==> config.mk <==
export PLATFORM = sky130hd
export DESIGN_NAME = rps_match_scorer
export DESIGN_NICKNAME = d
export VERILOG_FILES = /design/src/rtl/rps_pkg.sv /design/src/rtl/rps_seg7_decoder.sv /design/src/rtl/rps_match_scorer.sv
export SDC_FILE = /design/constraint.sdc
export NUM_CORES = 1
export LEC_CHECK = 0
export CAP_MARGIN = 30
export CELL_PAD_IN_SITES_DETAIL_PLACEMENT = 2
export CELL_PAD_IN_SITES_GLOBAL_PLACEMENT = 2
export CORE_AREA = 4 4 69 71
export CTS_BUF_LIST = sky130_fd_sc_hd__clkbuf_16
export DETAILED_ROUTE_END_ITERATION = 10
export DIE_AREA = 0 0 73 75
export PLACE_DENSITY_LB_ADDON = 0.1
export SLEW_MARGIN = 40
export SYNTH_ARGS = -nofsm -noshare
export SYNTH_HDL_FRONTEND = slang
export SYNTH_HIERARCHICAL = 1
export SYNTH_SLANG_ARGS = --single-unit
==> constraint.sdc <==
create_clock -name clk -period 2.32 [get_ports clk]
set_clock_uncertainty 0.05 [all_clocks]
set_input_delay 0.464 -clock clk [delete_from_list [all_inputs] [get_ports clk]]
set_output_delay 0.464 -clock clk [all_outputs]
set_load 0.02 [all_outputs]
==> src/rtl/rps_pkg.sv <==
// Shared definitions for the stone-paper-scissors match scorer:
// judge result codes, match states, winner codes and counter widths.
package rps_pkg;

  localparam int SCORE_W = 4;
  localparam int ROUND_W = 5;
  localparam int ERR_W   = 4;

  localparam logic [1:0] RES_TIE = 2'b00;
  localparam logic [1:0] RES_P1  = 2'b01;
  localparam logic [1:0] RES_P2  = 2'b10;
  localparam logic [1:0] RES_INV = 2'b11;

  localparam logic [1:0] WIN_NONE = 2'b00;
  localparam logic [1:0] WIN_P1   = 2'b01;
  localparam logic [1:0] WIN_P2   = 2'b10;

  localparam logic [ERR_W-1:0] ERR_MAX = '1;

  typedef enum logic {
    ST_PLAY = 1'b0,
    ST_OVER = 1'b1
  } state_t;

endpackage

==> src/rtl/rps_seg7_decoder.sv <==
// Combinational hex digit to 7-segment decoder, active-high,
// seg[0] = a ... seg[6] = g.
module rps_seg7_decoder (
  input  logic [3:0] digit,
  output logic [6:0] seg
);

  // Standard hex glyph table, bit order {g,f,e,d,c,b,a}
  always_comb begin
    seg = 7'b0000000;
    case (digit)
      4'h0: seg = 7'b0111111;
      4'h1: seg = 7'b0000110;
      4'h2: seg = 7'b1011011;
      4'h3: seg = 7'b1001111;
      4'h4: seg = 7'b1100110;
      4'h5: seg = 7'b1101101;
      4'h6: seg = 7'b1111101;
      4'h7: seg = 7'b0000111;
      4'h8: seg = 7'b1111111;
      4'h9: seg = 7'b1101111;
      4'hA: seg = 7'b1110111;
      4'hB: seg = 7'b1111100;
      4'hC: seg = 7'b0111001;
      4'hD: seg = 7'b1011110;
      4'hE: seg = 7'b1111001;
      4'hF: seg = 7'b1110001;
      default: seg = 7'b0000000;
    endcase
  end

endmodule

==> src/rtl/rps_match_scorer.sv <==
// Best-of-N match scorer fed by the round judge. Counts wins, valid
// rounds and invalid moves, declares a winner and freezes until a new
// match is requested.
// Optional: define RPS_SCORER_SEG7_EN to add the registered 7-segment
// score/winner display output 'seg'.
module rps_match_scorer
  import rps_pkg::*;
#(
  parameter int WINS_TO_TAKE = 3,
  parameter int MAX_ROUNDS   = 15
) (
  input  logic               clk,
  input  logic               rst_n,
  input  logic               ena,
  input  logic               res_valid,
  input  logic [1:0]         res_code,
  input  logic               new_match,
  output logic [SCORE_W-1:0] p1_score,
  output logic [SCORE_W-1:0] p2_score,
  output logic [ROUND_W-1:0] round_cnt,
  output logic [ERR_W-1:0]   err_cnt,
  output logic               match_over,
  output logic [1:0]         match_winner,
  output logic [1:0]         last_res
`ifdef RPS_SCORER_SEG7_EN
  ,
  output logic [6:0]         seg
`endif
);

  localparam logic [SCORE_W-1:0] WIN_TGT   = SCORE_W'(WINS_TO_TAKE);
  localparam logic [ROUND_W-1:0] ROUND_LIM = ROUND_W'(MAX_ROUNDS);

  state_t             state, state_nx;
  logic               res_valid_q;
  logic               evt;
  logic [SCORE_W-1:0] p1_nx, p2_nx;
  logic [ROUND_W-1:0] round_nx;
  logic [ERR_W-1:0]   err_nx;
  logic [1:0]         winner_nx, last_nx;

  // Only rising edges of res_valid count, and only while enabled; the
  // delayed copy tracks every cycle so a masked edge is never replayed.
  assign evt        = ena & res_valid & ~res_valid_q;
  assign match_over = (state == ST_OVER);

  // Edge-detect register for the judge's valid strobe
  always_ff @(posedge clk or negedge rst_n) begin
    if (!rst_n) res_valid_q <= 1'b0;
    else        res_valid_q <= res_valid;
  end

  // Next match state and counters: clear beats events, win beats round limit
  always_comb begin
    state_nx  = state;
    p1_nx     = p1_score;
    p2_nx     = p2_score;
    round_nx  = round_cnt;
    err_nx    = err_cnt;
    winner_nx = match_winner;
    last_nx   = last_res;
    if (ena && new_match) begin
      state_nx  = ST_PLAY;
      p1_nx     = '0;
      p2_nx     = '0;
      round_nx  = '0;
      err_nx    = '0;
      winner_nx = WIN_NONE;
      last_nx   = RES_TIE;
    end else if (evt && state == ST_PLAY) begin
      last_nx = res_code;
      case (res_code)
        RES_P1: begin
          p1_nx    = p1_score + SCORE_W'(1);
          round_nx = round_cnt + ROUND_W'(1);
        end
        RES_P2: begin
          p2_nx    = p2_score + SCORE_W'(1);
          round_nx = round_cnt + ROUND_W'(1);
        end
        RES_TIE: round_nx = round_cnt + ROUND_W'(1);
        default: if (err_cnt != ERR_MAX) err_nx = err_cnt + ERR_W'(1);
      endcase
      if (res_code == RES_P1 && p1_nx == WIN_TGT) begin
        state_nx  = ST_OVER;
        winner_nx = WIN_P1;
      end else if (res_code == RES_P2 && p2_nx == WIN_TGT) begin
        state_nx  = ST_OVER;
        winner_nx = WIN_P2;
      end else if (res_code != RES_INV && round_nx == ROUND_LIM) begin
        state_nx  = ST_OVER;
        winner_nx = WIN_NONE;
      end
    end
  end

  // Match state and counter registers
  always_ff @(posedge clk or negedge rst_n) begin
    if (!rst_n) begin
      state        <= ST_PLAY;
      p1_score     <= '0;
      p2_score     <= '0;
      round_cnt    <= '0;
      err_cnt      <= '0;
      match_winner <= WIN_NONE;
      last_res     <= RES_TIE;
    end else begin
      state        <= state_nx;
      p1_score     <= p1_nx;
      p2_score     <= p2_nx;
      round_cnt    <= round_nx;
      err_cnt      <= err_nx;
      match_winner <= winner_nx;
      last_res     <= last_nx;
    end
  end

`ifdef RPS_SCORER_SEG7_EN
  logic [3:0] digit;
  logic [6:0] seg_nx;

  // Leader's score while playing (P1 on a tie), 1/2/d once decided
  always_comb begin
    digit = (p2_score > p1_score) ? p2_score : p1_score;
    if (state == ST_OVER) begin
      case (match_winner)
        WIN_P1:  digit = 4'h1;
        WIN_P2:  digit = 4'h2;
        default: digit = 4'hD;
      endcase
    end
  end

  rps_seg7_decoder u_seg7 (
    .digit (digit),
    .seg   (seg_nx)
  );

  // Display register, one cycle behind the score registers, blank on reset
  always_ff @(posedge clk or negedge rst_n) begin
    if (!rst_n) seg <= 7'b0000000;
    else        seg <= seg_nx;
  end
`endif

endmodule

==> reports/metrics.cfg <==
[clock_tree]
clockBufferDepth = 2
htreeDepth = 1
post-cts-setup-buffers = 0
cts_root_buf = clkbuf_16
clk_pin_slew_ns = 0.06
tritoncts = done
numClockSinks = 23
cts_hold_buf = 0
clock_latency_ns = 0.26
post_cts_resized = 0
cts_made_buffers = 3

[timing]
worst_slack_ns = 0.315
finalCritPeriodShare = 0.864
fin_tns_setup_ns = 0
tightest_slew_ns = 0.402
grt_setup_unrepaired = no
holdWs_ns = 0.468
report.final.slew_viol_count = 0
fmax_ghz = 0.499
layout_min_cycle_time_ns = 2.00
finalSetupViolCount = 0
relSlewSlack = 0.730
hold_viol_final = 0

[floorplan]
initial_core_util = 0.297
ios = 29
fp.dieH_um = 75
die-area_um2 = 5480
coreArea_um2 = 4230
std_cell_rows = 24
die_w_um = 73

[critical_path]
startpoint_type = primary input
worstPathCellList = clkdlybuf4s50_1 > nor2b_1 > and4_1 > a211oi_1 > o31ai_1 > a22o_1
arrival_ns = 2.10
critPathCaptureType = register
critPathKind = in2reg
crit_buf_inv = 1
critPathMaxFanout = 4
slowest_delay_ns = 0.47
critPathSlowestCell = clkdlybuf4s50_1
cp.required_ns = 2.41
critical_path.top_delay_family = compound AO/OA/AOI/OAI gates

[routing]
firstDrtPassIters = 4
via_per_inst = 5.28
finalWirelength_um = 3620
drc = 0
dr.first_iter.drc_count = 43
num_vias = 1088
antenna_left = 0
wl_per_cell_um = 17.5

[min_path]
hp-class = reg2reg

[placed_design]
dp_cells = 202
dpl.hpwl_um = 2670
portBuffers = 28
pre_cts_slack_ns = 0.0235
dpl_cell_area_um2 = 1640
gp_congestion = 0.753

[global_routing]
gr-usage-all-layers = 0.145
grt_max_degree = 24
overflow = 0
grt_antenna_before_repair = 0
grt_pass1_wl_um = 6120
grt_pass1_vias = 1177

[yosys]
ys_ff_latch = 23
synth.avg_cell_area_um2 = 10.6
async_flop_share = 1.00
synthFlopType = dfrtp_1
synth_nets = 130
ys_seq_area_frac = 0.457
synthesis.area_um2 = 1260
synth_edf_count = 0
ys_types = 36
synth.area.top_cells = dfrtp_1, xnor2_1, xor2_1
ys_warn_count = 6
synth_area_leader_cell = dfrtp_1
synthCells = 119
yosys.area.top_type_share = 0.457

[final_layout]
antenna_cells = 0
layout-drive-gt1-share = 0.0974
final_common_cell = clkdlybuf4s50_1
final_cell_mix = clkdlybuf4s50_1, dfrtp_1, nand2_1
fin_cells = 206
final_area_um2 = 1720
area_growth_pct = 36.3
fill_cells = 450
nNetsFinal = 166

[power]
peakVddDrop_uv = 238
leakage_nw = 0.722
power.density_nw_per_um2 = 661

[job]
drv_cap = 0

[outcome]
status = complete, no violations

[registers in the layout (all words and copies together), names as in the netlist]
| signal | cells |
|---|---|
| round_cnt | 5 |
| res_valid_q | 1 |
| match_winner | 2 |
| last_res | 2 |
| p1_score | 4 |
| p2_score | 4 |
| match_over | 1 |
| err_cnt | 4 |
[worst paths after layout]
kind,startpoint,end,slack (ns),cells after the start
max,res_code[1],match_over$_DFFE_PN0P_,0.32,6
min,last_res[0]$_DFFE_PN0P_,last_res[0]$_DFFE_PN0P_,0.47,1
max reg2reg,p1_score[1]$_DFFE_PN0P_,match_over$_DFFE_PN0P_,0.36,6
min reg2reg,last_res[0]$_DFFE_PN0P_,last_res[0]$_DFFE_PN0P_,0.47,1
max in group asynchronous,rst_n,p2_score[0]$_DFFE_PN0P_,1.46,2
min in group asynchronous,rst_n,p1_score[3]$_DFFE_PN0P_,0.51,2
[layer usage]
layer  GRT usage  up-vias  routed length (um)
li1            -      510                   -
met1       0.200      548                1690
met2       0.234       26                1740
met3      0.0227        4                 152
met4      0.0430        0                  28
met5           0        -                   0
[synthesized netlist by cell type (2+ instances only)]
cell type and count:
ha_1 4, a21oi_1 2, dfrtp_1 23, nor2b_1 3, a21o_1 2, nand4_1 5, o22ai_1 4, xor2_1 6
inv_1 6, o21ai_0 8, xnor2_1 6, clkbuf_1 2, o31ai_1 5, and4_1 2, nor2_1 4, a22o_1 4
mux2i_1 3, nand2_1 12
[logic make-up (layout without fill, tap and decap cells)]
| family | after synthesis | count (layout) | synth area share |
|---|---|---|---|
| AOI/OAI and AO/OA | 33 | 33 | 0.197 |
| xor gates and xnor gates | 12 | 12 | 0.0835 |
| adders and majority gates | 4 | 4 | 0.0398 |
| buffers and inverters | 9 | 44 | 0.0278 |
| DFF | 23 | 23 | 0.457 |
| muxes | 3 | 3 | 0.0239 |
| and+or+nand+nor | 35 | 35 | 0.171 |
[report_power, final]
group / switching (W) / internal [W]
Clock: 0.000146 / 0.000230
Combinational: 0.000144 / 0.000131
Sequential: 0.0000480 / 0.000435
[stage by stage]
step | total power, W | utilization
after floorplan | 0.000625 | -
after global placement | 0.000753 | 0.387
after detailed placement | 0.000769 | 0.387
after CTS | 0.00116 | 0.405
after global routing | 0.00121 | 0.405
final | 0.00113 | 0.405
[layout make-up]
class,count,area [um^2],share of cell area
Tap cell,52,65.1,0.0379
Clock inverter,1,3.75,0.00219
Timing Repair Buffer,34,325,0.190
Clock buffer,3,75.1,0.0438
Sequential cell,23,576,0.336
Multi-Input combinational cell,87,648,0.378
Inverter,6,22.5,0.0131
No activity file was read; power rests on OpenSTA's default activity.
